===== src/rtl/fb_console_writer.sv =====
// Character-stream writer for the VGA text framebuffer: accepts bytes over valid/ready,
// tracks a cursor, handles LF/CR/BS/FF, and blanks each newly entered row.
module fb_console_writer #(
    parameter int unsigned COLS   = 80,
    parameter int unsigned ROWS   = 30,
    parameter int unsigned ADDR_W = 12,
    parameter logic [7:0]  BLANK  = 8'h20
) (
    input  logic              clk,
    input  logic              rst,
    input  logic [7:0]        char_in,
    input  logic              char_valid,
    output logic              char_ready,
    output logic [7:0]        fb_data,
    output logic [ADDR_W-1:0] fb_addr,
    output logic              fb_we,
    output logic [6:0]        cursor_col,
    output logic [4:0]        cursor_row,
    output logic              busy
);

    localparam logic [1:0] ST_IDLE     = 2'd0;
    localparam logic [1:0] ST_CLR_LINE = 2'd1;
    localparam logic [1:0] ST_CLR_ALL  = 2'd2;

    localparam int unsigned CW = ADDR_W + 1;
    localparam logic [6:0]        COL_LAST     = 7'(COLS - 1);
    localparam logic [4:0]        ROW_LAST     = 5'(ROWS - 1);
    localparam logic [ADDR_W-1:0] ROW_STEP     = ADDR_W'(COLS);
    localparam logic [ADDR_W:0]   ROW_SPAN     = CW'(COLS);
    localparam logic [ADDR_W:0]   SCREEN_CELLS = CW'(COLS * ROWS);

    logic [1:0]        state_q, state_d;
    logic [6:0]        col_q, col_d;
    logic [4:0]        row_q, row_d;
    logic [ADDR_W-1:0] row_base_q, row_base_d;
    logic [ADDR_W:0]   clr_ptr_q, clr_ptr_d;
    logic              fb_we_q, fb_we_d;
    logic [ADDR_W-1:0] fb_addr_q, fb_addr_d;
    logic [7:0]        fb_data_q, fb_data_d;

    logic              printable;
    logic              advance;
    logic [ADDR_W-1:0] cell_addr;
    logic [ADDR_W:0]   clr_end;

    assign printable = (char_in >= 8'h20) && (char_in <= 8'h7E);
    assign cell_addr = row_base_q + ADDR_W'(col_q);
    // Pointer is one bit wider so the end marker cannot alias to 0 when the screen fills the address space.
    assign clr_end   = (state_q == ST_CLR_ALL) ? SCREEN_CELLS : ({1'b0, row_base_q} + ROW_SPAN);

    always_comb begin
        state_d    = state_q;
        col_d      = col_q;
        row_d      = row_q;
        row_base_d = row_base_q;
        clr_ptr_d  = clr_ptr_q;
        fb_we_d    = 1'b0;
        fb_addr_d  = fb_addr_q;
        fb_data_d  = fb_data_q;
        advance    = 1'b0;

        case (state_q)
            ST_IDLE: begin
                if (char_valid) begin
                    if (printable) begin
                        fb_we_d   = 1'b1;
                        fb_addr_d = cell_addr;
                        fb_data_d = char_in;
                        if (col_q == COL_LAST) begin
                            col_d   = '0;
                            advance = 1'b1;
                        end else begin
                            col_d = col_q + 7'd1;
                        end
                    end else begin
                        case (char_in)
                            8'h0A: begin
                                col_d   = '0;
                                advance = 1'b1;
                            end
                            8'h0D: col_d = '0;
                            8'h08: begin
                                if (col_q != '0) begin
                                    col_d     = col_q - 7'd1;
                                    fb_we_d   = 1'b1;
                                    fb_addr_d = cell_addr - ADDR_W'(1);
                                    fb_data_d = BLANK;
                                end
                            end
                            8'h0C: begin
                                col_d      = '0;
                                row_d      = '0;
                                row_base_d = '0;
                                clr_ptr_d  = '0;
                                state_d    = ST_CLR_ALL;
                            end
                            default: ;
                        endcase
                    end
                end
            end
            // One extra cycle at clr_end keeps char_ready low until after the last write is visible.
            ST_CLR_LINE, ST_CLR_ALL: begin
                if (clr_ptr_q == clr_end) begin
                    state_d = ST_IDLE;
                end else begin
                    fb_we_d   = 1'b1;
                    fb_addr_d = clr_ptr_q[ADDR_W-1:0];
                    fb_data_d = BLANK;
                    clr_ptr_d = clr_ptr_q + CW'(1);
                end
            end
            default: state_d = ST_IDLE;
        endcase

        if (advance) begin
            if (row_q == ROW_LAST) begin
                row_d      = '0;
                row_base_d = '0;
            end else begin
                row_d      = row_q + 5'd1;
                row_base_d = row_base_q + ROW_STEP;
            end
            clr_ptr_d = {1'b0, row_base_d};
            state_d   = ST_CLR_LINE;
        end
    end

    always_ff @(posedge clk or posedge rst) begin
        if (rst) begin
            state_q    <= ST_IDLE;
            col_q      <= '0;
            row_q      <= '0;
            row_base_q <= '0;
            clr_ptr_q  <= '0;
            fb_we_q    <= 1'b0;
            fb_addr_q  <= '0;
            fb_data_q  <= '0;
        end else begin
            state_q    <= state_d;
            col_q      <= col_d;
            row_q      <= row_d;
            row_base_q <= row_base_d;
            clr_ptr_q  <= clr_ptr_d;
            fb_we_q    <= fb_we_d;
            fb_addr_q  <= fb_addr_d;
            fb_data_q  <= fb_data_d;
        end
    end

    assign char_ready = (state_q == ST_IDLE);
    assign busy       = ~char_ready;
    assign fb_we      = fb_we_q;
    assign fb_addr    = fb_addr_q;
    assign fb_data    = fb_data_q;
    assign cursor_col = col_q;
    assign cursor_row = row_q;

endmodule


===== config.mk =====
export PLATFORM = sky130hd
export DESIGN_NAME = fb_console_writer
export DESIGN_NICKNAME = d
export VERILOG_FILES = /design/src/rtl/fb_console_writer.sv
export SDC_FILE = /design/constraint.sdc
export NUM_CORES = 1
export LEC_CHECK = 0
export ABC_CLOCK_PERIOD_IN_PS = 3100
export BUFFER_PORTS_ARGS = -buffer_cell sky130_fd_sc_hd__buf_2
export CORE_UTILIZATION = 30
export CTS_BUF_LIST = sky130_fd_sc_hd__clkbuf_2 sky130_fd_sc_hd__clkbuf_4 sky130_fd_sc_hd__clkbuf_8
export DETAILED_ROUTE_END_ITERATION = 7
export PLACE_DENSITY = 0.5
export SETUP_SLACK_MARGIN = 0.05
export SYNTH_ARGS = -nofsm -noshare
export SYNTH_HDL_FRONTEND = slang
export SYNTH_SLANG_ARGS = --single-unit

===== constraint.sdc =====
create_clock -name clk -period 3.1 [get_ports clk]
set_input_delay 0.31 -clock clk [delete_from_list [all_inputs] [get_ports clk]]
set_output_delay 0.31 -clock clk [all_outputs]
set_load 0.02 [all_outputs]

# == Yosys cells after proc, flatten, opt, wreduce, memory -nomap -nowiden ==
# Index checks and enable logic that the tools add are counted.
# word_totals
mem_bits_ro,0
elab_cells,107
reg_bits,60
memories,0
latch_bits,0
ram_bits,0
# classes
n_bitwise,1
n_eq_ne,20
div_mod_pow,0
muxes,52
n_shift,0
magnitude_cmp,2
mul,0
add_sub_neg,8
n_reduce_logical,16
# ops
cell,count
12-bit two-way mux,11
13-bit two-way mux,6
8-bit two-way mux,5
8-bit by 4-bit equality test with 1-bit output (second input constant),4
5-bit two-way mux,6
13-bit one-hot mux with 2 select lines,1
12-bit one-hot mux with 2 select lines,1
7-bit two-way mux,3
8-bit one-hot mux with 2 select lines,1
7-bit one-hot mux with 2 select lines,1
12-bit by 7-bit adder with 13-bit output (second input constant),1
13-bit by 1-bit adder with 13-bit output (second input constant),1
13-bit equality test,1
12-bit by 7-bit adder with 12-bit output,1
12-bit by 7-bit adder with 12-bit output (second input constant),1
4-bit AND reduction,3
12-bit by 1-bit subtractor with 12-bit output (second input constant),1
1-bit two-way mux,10
2-bit two-way mux,5
5-bit AND reduction,2
3-bit by 1-bit inequality test with 1-bit output (second input constant),3
3-bit inequality test (second input constant),3
8-bit by 6-bit >= comparator with 1-bit output (second input constant),1
8-bit by 7-bit <= comparator with 1-bit output (second input constant),1
20 further kinds,26

# == Longest topological paths before layout ==
# Gate-level depths: netlist of the first run.
# logic_depth
word_depth,7
mapped_depth,11
depth_no_buf,10

# == Worst setup path after synthesis of the first run ==
# Ideal clock, no wire load.
# synth_timing
path_kind,reg2reg
startpoint,"register col_q[0], in the netlist cursor_col[0]"
endpoint,"register fb_addr_q[11], in the netlist fb_addr[11]"
setup_ns,0.125
synth_period_minus_slack_ns,3.441
arrival_ns,3.316
n_path_buf,0
path_slack_ns,-0.341
path_stages_with_launch,11
path_cell_list,dfrtp_1 > ha_1 > fa_1 > a211o_4 > a2111oi_4 > a211oi_1 > or3_1 > or3_4 > nor4_1 > o31ai_1 > mux2_2
# synth_between
elab_chain_cells,7
# synth_lines
item,line_no,source
"start, declared",34,"logic [6:0] col_q, col_d;"
"start signal, assigned",142,col_q <= col_d;
12-bit by 7-bit adder with 12-bit output,48,assign cell_addr = row_base_q + ADDR_W'(col_q);
12-bit by 1-bit subtractor with 12-bit output,87,fb_addr_d = cell_addr - ADDR_W'(1);
12-bit two-way mux,84,if (col_q != '0) begin
12-bit two-way mux,77,case (char_in)
12-bit two-way mux,66,if (printable) begin
12-bit two-way mux,65,if (char_valid) begin
12-bit one-hot mux with 2 select lines,63,case (state_q)
"end signal, assigned",147,fb_addr_q <= fb_addr_d;
"end, declared",39,"logic [ADDR_W-1:0] fb_addr_q, fb_addr_d;"
# Several ways; a longest one is shown, not always the timed one. The select of a mux whose other input is x is not followed.
# A chain may end at the register's enable or synchronous reset.

# == Worst setup path in the final report of the first run ==
# Ends and elaborated chain as after synthesis.

==> results.md, run 1 <==
- The flow ran to the end, but the final reports show violations.
- The checks that failed: setup timing.
- The filler cell count in the final layout is 1,452.
- Cells with a size suffix above 1 make up 27.1% of the layout.
- The kind of end point of the critical path is a flop.
- The worst setup path is launched from a flop.
- Across all hold checks on the routed design, the worst slack comes to 0.0420 ns.
- The ratio of final minimum period to clock period is 103%.
- The slowest cell on the critical path is dfrtp_2.
- Summing the sequential cell areas from Yosys gives 34.0% of the chip area.
- The count of H-tree levels built during CTS is 3.
- The power density relative to cell area is 805 nW/um^2.
- Leaving out fill and tap cells, the most frequent cell in the layout is buf_4.
- The cell sitting at the root of the clock tree is a clkbuf_8.
- Leaving out fill and tap cells, the most frequent cells in the layout are buf_4, dfrtp_1, nand2_1.
- The source of the worst register-to-register timing path is cursor_col[0].
- Derived from the worst setup path, the maximum achievable clock frequency is 313 MHz.
- The synthesis-to-finish area growth is 28.5%.
- The fraction of synthesis flops using an asynchronous set or reset pin is 100%.
- The data arrival time of the critical path is 3.45 ns.
- The class of the most critical hold timing path is in2async.
- The cell with the most instances on the worst path is or3_4.
- The leakage component of the power is 2.65 nW.
- The die is 123 microns tall.
- Summed over all layers, the routed wires come to 13,600 microns.
- Data on the critical path is required at its endpoint by 3.35 ns.
- At the end of routability-driven placement, the weighted congestion stood at 0.852.
- The via count of the first global-routing pass was 4,203.
- The synthesized design contains 0 enable-type register cells.
- The number of antenna violations at the first check in global routing is 0.
- In the final routed layout, each cell accounts on average for 17.0 microns.
- In this run, synthesis produced a sequential element count of 60.
- In this run the core area contains 43 standard-cell rows.
- Setup repair after global routing could not meet its margin everywhere.
- The top fanout value on the critical path is 4.
- The total clock buffers created by CTS is 9.
- The CTS clock-pin slew for the worst setup and hold paths is 0.08 ns.
- The amount of wire on met3 after detailed routing is 703 microns.
- In the global route stage, overall resource usage came out at 19.1%.
- The maximum buffer depth of the clock tree is 2.
- Setup violations remaining at the end of the flow were counted as 2.
- The I/O pin count is 46.
- The total number of nets in the final design is 649.
- On the worst path, the slowest cell contributes a delay of 0.43 ns.
- In this run the tool buffered the top-level ports with 45 buffer cells.
- The end of the worst register-to-register path is fb_addr[11].
- On the final layout, the worst clock skew is 0.00661 ns.
- The synthesized netlist cell count is 518.
- The first global-routing pass estimated 22,100 microns of wire.
- The first routing iteration left 306 violations.
- The number of vias per cell after detailed routing is 5.35.
- The average instance in the mapped netlist occupies 8.53 sq um.
- The floorplan step set the die width to 123 microns.
- The placeable core region is 14,100 sq um.
- The TritonCTS clock tree is done.
- In the final layout, flip-flops and latches occupy 1500 sq um.
- The count of final max-slew check failures was 0.
- The pre-CTS worst setup slack is -0.0923 ns.
- The area of combinational cells with multiple inputs is 2880 sq um.
- The vias after detailed routing is 4,304.
- Traced cell by cell, the critical path runs through ha_4 -> fa_2 -> a211o_4 -> a2111oi_4 -> a211oi_2 -> or3_4 -> or3_4 -> nor4_4 -> o31ai_1 -> mux2_2.
- At the pin with the least slew margin, the transition time is 0.682 ns.
- For this run, design rule violations remaining after detail routing come to 0.
- The net count after synthesis is 548.
- The half-perimeter wire length after detailed placement is 10,600 microns.
- The repair_antennas step left the layout with diodes totalling 0.
- After detailed routing, no signal wire sits above met4.
- The worst vdd rail ir drop is 320 uV.
- The clock drives 60 sinks.
- For this run the aggregate overflow at the end of global routing stands at 0.
- The wire length on met1 is 6540 microns.
- The logic depth of the worst register-to-register path is 10.
- Clock latency on the worst-skew pair, taken at its later pin, is 0.36 ns.
- The maximum number of pins on one net before global-route repair is 32.
- The synthesized netlist occupies a cell area of 4420 sq um.
- The time the worst path needs with I/O delays and setup is 3.20 ns.
- The Yosys step of the flow raised 0 warnings.
- Detailed routing placed a total of 6250 microns of wire on met2.
- The most used flip-flop cell after synthesis is dfrtp_1.
- The initial utilization of the core area, before any placement, comes to 31.3%.
- The final worst slack is -0.0965 ns.
- Max-cap violations in this run came to 0.
- The distinct cell type count of the synthesized netlist is 74.
- The worst setup path is of the reg2reg kind.
- The number of hold violations in the final report is 0.
- For flop-to-flop paths, the worst setup slack is -0.1 ns.
- The pre-antenna-repair detailed-routing pass consisted of 5 iterations.
- The number of nets with antenna violations after detailed routing is 0.
- The worst slew margin relative to its limit is 54.4%.
- The die footprint is 15,200 sq um.
per-stage QoR:
stage	instances	utilization, %	area, sq um	total power, W	setup TNS, ns
after global routing	804	40.3	5680	0.00489	-0.653
after global placement	783	37.5	5280	0.00354	-0.0681
after CTS	799	39.3	5540	0.00452	-0.0909
after detailed placement	783	37.5	5280	0.00358	-0.0923
after floorplan	518	-	4440	0.00272	-0.112
final	804	40.3	5680	0.00457	-0.123
power by group:
part	switching, W	internal, W
sequential	0.000193	0.000989
clock	0.000357	0.000556
combinational	0.00146	0.00101
synth_stat cells, drive strengths merged (3+ instances only):
master / n / share of area [%]
o31a: 4 / 0.79
o21a: 9 / 1.5
nor2: 50 / 4.5
o22ai: 6 / 0.85
nor2b: 3 / 0.42
a211o: 3 / 0.79
o31ai: 7 / 1.2
a31oi: 9 / 1.3
nand4: 7 / 1.5
dfrtp: 60 / 34
a22o: 7 / 1.4
a2111oi: 3 / 1.0
a21o: 11 / 1.9
mux2: 5 / 1.4
xor2: 9 / 1.8
a211oi: 6 / 1.0
or3: 7 / 1.1
nand3: 21 / 2.4
inv: 18 / 1.5
a221oi: 3 / 0.74
nand2: 54 / 4.6
and3: 8 / 1.1
nor4: 3 / 0.42
mux2i: 4 / 0.91
o22a: 6 / 1.2
clkbuf: 13 / 1.1
o21ai: 37 / 4.2
and2: 8 / 1.1
a21oi: 35 / 4.0
nand2b: 5 / 0.71
xnor2: 17 / 3.4
nor3: 15 / 2.0
or2: 4 / 0.57
ha: 18 / 5.1
buf: 9 / 0.93
worst max-delay path: cells and delay by family, from the launching register on:
family | cells | cell delay (ns)
AND/OR/NAND/NOR | 3 | 1.03
flip-flops | 1 | 0.43
multiplexers | 1 | 0.27
adder cells (fa/ha/maj) | 2 | 0.52
AO/OA/AOI/OAI | 4 | 0.84
final cells by class:
cell class	instances	area share [%]
tap	180	3.97
clock inverter	6	1.96
multi-input combinational	418	50.8
timing repair buffer	112	13.2
sequential	60	26.5
inverter	18	1.19
clock buffer	10	2.42
how the worst max path moves through the flow:
stage | to | depth (start not counted) | start
final | fb_addr[11] | 10 | cursor_col[0]
after global routing | fb_addr[11] | 10 | cursor_col[0]
after CTS | fb_addr[11] | 10 | cursor_col[0]
after detailed placement | fb_addr[11] | 10 | cursor_col[0]
after global placement | fb_addr[11] | 10 | cursor_col[0]
after floorplan | fb_addr[11] | 10 | cursor_col[0]
what timing repair did:
action	in CTS	in global routing
endpoints found under the setup margin	3	32
setup buffers	0	5
resized for setup	2	20
pin swaps	1	6
hold buffers	0	0
kinds of logic after synthesis:
family                   after synthesis  share of synthesized area (%)
flip-flops                            60                           34.0
buffers and inverters                 40                           3.57
adder cells (fa/ha/maj)               19                           5.55
AND/OR/NAND/NOR                      198                           23.0
AO/OA/AOI/OAI                        165                           25.8
multiplexers                           9                           2.35
XOR/XNOR                              27                           5.69
flip-flops by register name, summed over array words and instances, names as in the netlist:
register	cells
clr_ptr_q	13
cursor_col	7
cursor_row	5
fb_addr	12
fb_data	8
fb_we	1
row_base_q	12
state_q	2
routing by layer:
| layer | up-vias | global-route usage (%) |
|---|---|---|
| met4 | 0 | 5.80 |
| li1 | 2111 | - |
| met2 | 104 | 30.2 |
| met1 | 2078 | 26.2 |
| met5 | - | 0 |
| met3 | 11 | 3.46 |
No activity file was read; power rests on OpenSTA's default activity.
==> inputs of run 2 (changes only) <==
==> constraint.sdc (replaced) <==
create_clock -name clk -period 3.1 [get_ports clk]
set_input_delay 0.155 -clock clk [delete_from_list [all_inputs] [get_ports clk]]
set_output_delay 0.155 -clock clk [all_outputs]
set_load 0.02 [all_outputs]
==> run 2 against run 1 <==
The flow still finishes with violations (setup timing); cell count grew 0.50%; maximum frequency shrank 1.8%; sequential cell count stayed put; utilization fell by 0.39 points.
==> results.md, run 2 (synthesized netlist as in run 1, its figures left out) <==
- The number of antenna violations at the first check in global routing was 0.
- The number of hold violations in the final report is 0.
- The initialized floorplan defines 43 standard-cell rows.
- Of the total power, the share spent switching nets is 45.5%.
- The worst vdd rail ir drop is 272 uV.
- Entering global routing, the biggest net connects 39 pins.
- For this run, design rule violations remaining after detail routing come to 0.
- The net switching power of the design is 0.00202 W.
- The checks that failed: setup timing.
- The number of antenna cells inserted is 0.
- Setup repair after global routing could not meet its margin everywhere.
- After detailed routing, the number of vias per cell comes to 5.36.
- The transition time at the pin with the least slew margin is 0.842 ns.
- Setup violations remaining at the end of the flow were counted as 3.
- The I/O pin count is 46.
- The data arrival time of the critical path is 3.56 ns.
- The count of final max-slew check failures is 0.
- The most frequent standard cell in the layout excluding fill and tap cells is buf_4.
- The via count of the first global-routing pass is 4,153.
- At the end of the flow, the number of nets in the layout was 653.
- Clock-pin slew was measured on the worst setup and hold paths at 0.08 ns.
- The smallest hold slack is 0.0264 ns.
- Summed over all cells, the static leakage comes to 2.62 nW.
- The part of the total power dissipated in sequential elements is 26.4%.
- The die height is 123 microns.
- The proportion of layout cells with a drive suffix above 1 is 26.6%.
- The average wire per cell in the routed design is 16.7 microns.
- Buffers placed on the I/O ports in this run total 45.
- For this run the aggregate overflow at the end of global routing stands at 0.
- The TritonCTS clock tree is done.
- The worst-case register-to-register setup slack is -0.15 ns.
- In the layout the commonest cells are buf_4, dfrtp_1, nand2_1.
- For this run, the share of the core covered by cells in the final layout is 39.9%.
- The worst setup path is of the reg2reg kind.
- The worst path uses 105% of the clock period.
- The die footprint is 15,200 sq um.
- The cell-internal power is 0.00242 W.
- The worst register-to-register path begins at cursor_col[0].
- Along the worst path, the maximum fanout reaches 4.
- The share of total power dissipated in combinational logic is 56.1%.
- Before antenna repair, the detailed router went through 5 iterations.
- The register with the highest flop count is clr_ptr_q.
- The power density relative to cell area is 789 nW/um^2.
- The number of nets with antenna violations after detailed routing is 0.
- The kind of end point of the critical path is a flop.
- The H-tree was split into 3 levels.
- The area growth from synthesis to layout is 27.3%.
- The floorplan step defined a core boundary enclosing 14,100 sq um.
- Once routing completed, OpenROAD measured the worst setup slack at -0.155 ns.
- The final wirelength is 13,500 microns.
- The first global-routing pass estimated 21,800 microns of wire.
- The clock net in this run drives a total of 60 sinks.
- After detailed placement, the design holds a cell count of 788.
- CTS placed an instance of clkbuf_8 at the clock tree root.
- For this configuration, the core starts out at a cell density of 31.3%.
- The worst slew margin relative to its limit is 43.8%.
- Summed over all nets, the half-perimeter wirelength after detailed placement is 10,500 microns.
- The number of DRC markers in iteration 0 is 242.
- Across every metal layer, demand over resource in global routing totals 19.0%.
- Counting the buffers created by CTS gives 9.
- The startpoint type of the worst setup path is a flop.
- The count of placed standard cells in the final layout, fillers left out is 808.
- Counting I/O delays and the setup requirement, the final critical path takes 3.25 ns.
- The first element of the critical path is cursor_col[0].
- The flow ran to the end, but the final reports show violations.
- The sum of internal, switching and leakage power is 0.00444 W.
- The flip-flop count of the largest register, all copies and words added is 13.
- In this run the most critical hold path is launched from char_in[4].
- Clock skew on the completed layout was measured at 0.0136 ns.
- Data on the critical path is required at its endpoint by 3.41 ns.
- The routed layout has 4,334 vias.
- For this run, the top clock speed supported by timing is 307 MHz.
- The number of maximum-capacitance violations is 0.
- The floorplan step set the die width to 123 microns.
- The final weighted congestion of routability-driven global placement is 0.858.
- The worst hold path belongs to the class in2reg.
- Per report_power, the clock group accounts for 17.5% of the total.
- The maximum buffer depth of the clock tree is 2.
- For the worst-skew pair, the clock arrives at the later sink with an insertion delay of 0.37 ns.
==> run 2: cell count changes in the layout (fill, tap and decap cells not counted), sizes merged <==
cell,before,now
inv,18,20
dlygate4sd3,0,1
bufinv,3,1
clkinvlp,1,2
clkinv,2,1
buf,112,115
==> run 2: per-stage QoR <==
| step | area (sq um) | worst slack [ns] | setup TNS (ns) |
|---|---|---|---|
| floorplan | 4440 | -0.112 | -0.112 |
| global placement | 5320 | -0.0671 | -0.0671 |
| detailed placement | 5320 | -0.101 | -0.101 |
| CTS | 5580 | -0.110 | -0.159 |
| global route | 5620 | -0.241 | -0.744 |
| finish | 5620 | -0.155 | -0.255 |
==> run 2: final timing paths <==
kind	end	cells past startpoint
max	fb_addr[11]	10
min in group asynchronous	state_q[1]	3
max reg2reg	fb_addr[11]	10
min	fb_data[4]	2
max in group asynchronous	fb_addr[11]	4
min reg2reg	fb_addr[6]	2
==> run 2: power groups by stage <==
stage          Combinational [W]  Sequential (W)  Clock [W]
6_report                 0.00249         0.00117   0.000774
5_1_grt                  0.00275         0.00120   0.000831
4_1_cts                  0.00246         0.00117   0.000797
3_5_place_dp             0.00239         0.00119          0
3_3_place_gp             0.00236         0.00118          0
2_1_floorplan            0.00135         0.00137          0
==> run 2: layer usage <==
metal,up-vias,global-route usage (%),routed length [microns]
li1,2126,-,-
met1,2086,26.2,6640
met2,107,29.5,6030
met3,15,4.24,667
met4,0,5.95,194
met5,-,0,0
==> run 2: cell type report <==
type,instances,area (sq um)
Clock buffer,10,138
Clock inverter,6,71.3
Fill cell,1475,8470
Inverter,18,67.6
Multi-Input combinational cell,418,2840
Sequential cell,60,1500
Tap cell,180,225
Timing Repair Buffer,116,777
==> run 2: repair_timing <==
item	in CTS	in global routing
resized for setup	5	10
setup endpoints to repair	3	23
hold buffers	1	0
buffers inserted	2	1
pin swaps	3	2
hold endpoints to repair	37	0
==> run 2: critical path: stages (launching register included) <==
cell	delay [ns]
dfrtp_2	0.43
ha_4	0.17
fa_2	0.35
a211o_4	0.38
a2111oi_4	0.32
a211oi_2	0.08
or3_4	0.34
or3_4	0.42
o31a_1	0.31
o31ai_1	0.22
mux2_2	0.19
==> inputs of run 3 (changes only) <==
--- a/config.mk
+++ b/config.mk
@@ -5,12 +5,13 @@
 export SDC_FILE = /design/constraint.sdc
 export NUM_CORES = 1
 export LEC_CHECK = 0
+export ABC_AREA = 1
 export ABC_CLOCK_PERIOD_IN_PS = 3100
 export BUFFER_PORTS_ARGS = -buffer_cell sky130_fd_sc_hd__buf_2
-export CORE_UTILIZATION = 30
+export CORE_UTILIZATION = 50
 export CTS_BUF_LIST = sky130_fd_sc_hd__clkbuf_2 sky130_fd_sc_hd__clkbuf_4 sky130_fd_sc_hd__clkbuf_8
 export DETAILED_ROUTE_END_ITERATION = 7
-export PLACE_DENSITY = 0.5
+export PLACE_DENSITY = 0.74
 export SETUP_SLACK_MARGIN = 0.05
 export SYNTH_ARGS = -nofsm -noshare
 export SYNTH_HDL_FRONTEND = slang
==> run 3 against run 2 <==
The run ends with DRC left; power rose by 7.5%; worst setup slack gained 0.74 ns; global-route usage grew 7.9 points; via count increased by 6.3%; sequential power is 5% higher; utilization increased by 18 points; critical endpoint is now fb_addr[9]; largest power group unchanged.
==> results.md, run 3 <==
- For the worst setup path, the data arrival time is 2.76 ns.
- The worst vdd rail ir drop is 493 uV.
- The total of cells resized after clock tree synthesis is 0.
- The smallest hold slack is 0.0769 ns.
- Buffers added to address setup during post-CTS repair amount to 0.
- In the layout the commonest cells are nand2_1, inv_1, nand3_1.
- Tracing the worst setup path back leads to its startpoint at cursor_col[0].
- The maximum number of pins on one net before global-route repair is 53.
- The via count of the first global-routing pass was 4,295.
- The post-synthesis area per instance is 6.48 sq um.
- The cell taking the most area after synthesis is dfrtp_1.
- The run finished, with violations left.
- The placeable core region is 8850 sq um.
- OpenSTA, run right after detailed placement, puts the worst setup slack at 0.614 ns.
- Compared with the post-synthesis result, the final layout area differs by 11.0%.
- The tightest min-delay check is of the in2reg type.
- The number of maximum-capacitance violations is 0.
- The I/O pin count is 46.
- Buffers placed on the I/O ports in this run total 45.
- Synthesis produced a netlist with a net count of 742.
- In this run the core area contains 34 standard-cell rows.
- The area of the mapped netlist is 4620 sq um.
- The number of hold violations in the final report came to 0.
- The transition time at the pin with the least slew margin is 1.12 ns.
- The number of antenna diodes in the final layout is 0.
- The clock sink total is 60.
- After detailed routing, the average wire length per cell comes to 13.9 microns.
- The HPWL after detailed placement is 9300 microns.
- Sorting the synthesized cells by area gives the leading types as dfrtp_1, nand2_1, nand3_1.
- The number of buffers added to fix hold violations after cts is 0.
- For this run the aggregate overflow at the end of global routing stands at 0.
- The congestion estimate from routability-driven global placement came to 0.927.
- Once placement finished, the instance area stood at 4930 sq um.
- The total number of nets in the final design is 788.
- The clock passes through at most 2 buffers.
- Ranked by flip-flop count, first place goes to clr_ptr_q.
- Using the TritonRoute via totals, the vias-per-cell ratio works out to 5.30.
- Summing all non-filler instances in the final layout gives an area of 5120 sq um.
- The worst slew margin relative to its limit is 25.1%.
- The wire length of the first global-routing pass is 20,500 microns.
- The startpoint type of the worst setup path is a flop.
- The sum of negative setup slack is 0 ns.
- The library cell used most frequently in the layout, excluding fill and tap cells, is nand2_1.
- The commonest cells after synthesis are nand2_1, inv_1, nand3_1.
- The power density relative to cell area is 930 nW/um^2.
- Of the cells placed in the final design, the portion with a size suffix greater than 1 is 11.4%.
- Setup repair after global routing left no endpoint under its margin.
- The die footprint is 9620 sq um.
- For this run, the leading register cell type out of synthesis is dfrtp_1.
- The startpoint identified for the worst hold timing path is char_in[3].
- The count of final max-slew check failures is 0.
- The ratio of final minimum period to clock period is 81.3%.
- The clock root buffer is clkbuf_8.
- The die width is 98.1 microns.
- STA puts the critical path data required time at 3.34 ns.
- The count of H-tree levels built during CTS is 3.
- The share of the yosys chip area belonging to registers is 32.5%.
- After detailed routing, the number of remaining DRC violations is 6.
- TritonCTS built the clock tree.
- TritonCTS created 9 clock buffers.
- The kind of critical path is reg2reg.
- Setup slack on the critical path of the routed design comes to 0.581 ns.
- The worst register-to-register path begins at cursor_col[0].
- The global-route usage over all layers is 26.9%.
- Subtracting the final worst setup slack from the clock period gives 2.52 ns.
- The fraction of synthesis flops using an asynchronous set or reset pin is 100%.
- The final reports fail on DRC.
- The register with the most flip-flops in the layout has 13 of them.
- The number of different library cells used by synthesis comes to 35.
- The number of DRC markers in iteration 0 is 337.
- The count of flip-flops with a built-in enable after synthesis is 0.
- The most numerous cell in the Yosys netlist is nand2_1.
- Across the routed clock network, the largest skew measured is 0.00943 ns.
- Of all nets on the critical path, the largest fanout is 6.
- The timing-limited maximum frequency is 397 MHz.
- The yosys synthesis warning count is 0.
- After clock tree synthesis, the clock-pin slew on the worst setup and hold paths is 0.07 ns.
- The vias after detailed routing is 4,606.
- The die height is 98.1 microns.
- The first detailed-routing pass ran for 7 iterations.
- The number of antenna violations at the first check in global routing is 0.
- Synthesis handed over a netlist of 712 instances.
- Setup violations remaining at the end of the flow were counted as 0.
- The fraction of post-synthesis cell area in the top cell type by area is 32.5%.
- The leakage component of the power is 2.86 nW.
- The worst setup path is captured at a flop.
- The starting density of the core is 52.2%.
- After synthesis the netlist holds a flip-flop and latch count of 60.
- At the later pin of the worst-skew pair, clock insertion delay measures 0.35 ns.
- The count of nets left with antenna violations once routing finished came out at 0.
- Wires add up to 12,000 microns.
==> run 3: changes by cell type in the layout (fill, tap and decap cells not counted), sizes merged, moves of 12 or more <==
cell	delta
a21oi	-23
buf	-65
inv	+71
nand2	+201
nand3	+64
nor2	+19
o21ai	+12
xnor2	-13
==> run 3: logic make-up after synthesis <==
kind of cell             after synthesis  share of synthesized area [%]
XOR/XNOR                              21                           3.98
AND/OR/NAND/NOR                      434                           40.3
buffers and inverters                107                           9.27
multiplexers                           1                          0.244
AO/OA/AOI/OAI                         70                           8.35
adder cells (fa/ha/maj)               19                           5.31
flip-flops                            60                           32.5
==> run 3: path summary, 6_finish.rpt <==
| path | cells past startpoint | end | slack (ns) |
|---|---|---|---|
| hold / removal | 3 | fb_data[3] | 0.08 |
| setup / recovery | 14 | fb_addr[9] | 0.58 |
| hold reg to reg | 2 | fb_addr[10] | 0.48 |
| setup reg to reg | 14 | fb_addr[9] | 0.58 |
| min in group asynchronous | 2 | cursor_row[0] | 0.09 |
| max in group asynchronous | 3 | clr_ptr_q[7] | 2.25 |
==> run 3: worst max-delay path, stage by stage, from the launching register on <==
cell     delay, ns
dfrtp_1       0.43
ha_1          0.27
fa_1          0.39
nor2_1        0.11
nor2_1        0.07
inv_1         0.07
nand3_1       0.07
nor2_1        0.17
nand2_1       0.13
nor2_1        0.29
nand3_1       0.12
nand3_1       0.10
nand2_1       0.07
nand2_1       0.06
nand2_1       0.05
==> run 3: where the power goes <==
part	internal, W	total, W	switching (W)
clock	0.000414	0.000723	0.000309
combinational	0.000930	0.00282	0.00189
sequential	0.000992	0.00123	0.000236
total	0.00234	0.00477	0.00243
==> run 3: through the flow <==
step | std cells | total power, W | utilization (%)
5_1_grt | 869 | 0.00527 | 57.9
3_3_place_gp | 855 | 0.00397 | 55.7
2_1_floorplan | 712 | 0.00339 | -
6_report | 869 | 0.00477 | 57.9
4_1_cts | 869 | 0.00476 | 57.9
3_5_place_dp | 855 | 0.00403 | 55.7
==> run 3: cell type report <==
class | count | area, sq um
clock buffer | 12 | 159
clock inverter | 2 | 35.0
fill | 845 | 3720
inverter | 92 | 345
multi-input combinational | 545 | 2690
sequential | 60 | 1500
tap | 108 | 135
timing repair buffer | 50 | 263
==> run 3: per-layer routing <==
layer	GRT usage [%]	wire (microns)	vias to the layer above	part of all wire [%]
met3	3.58	638	20	5.3
met5	0	0	-	0
li1	-	-	2359	-
met1	37.7	5840	2092	48
met2	42.1	5310	135	44
met4	10.5	263	0	2.2
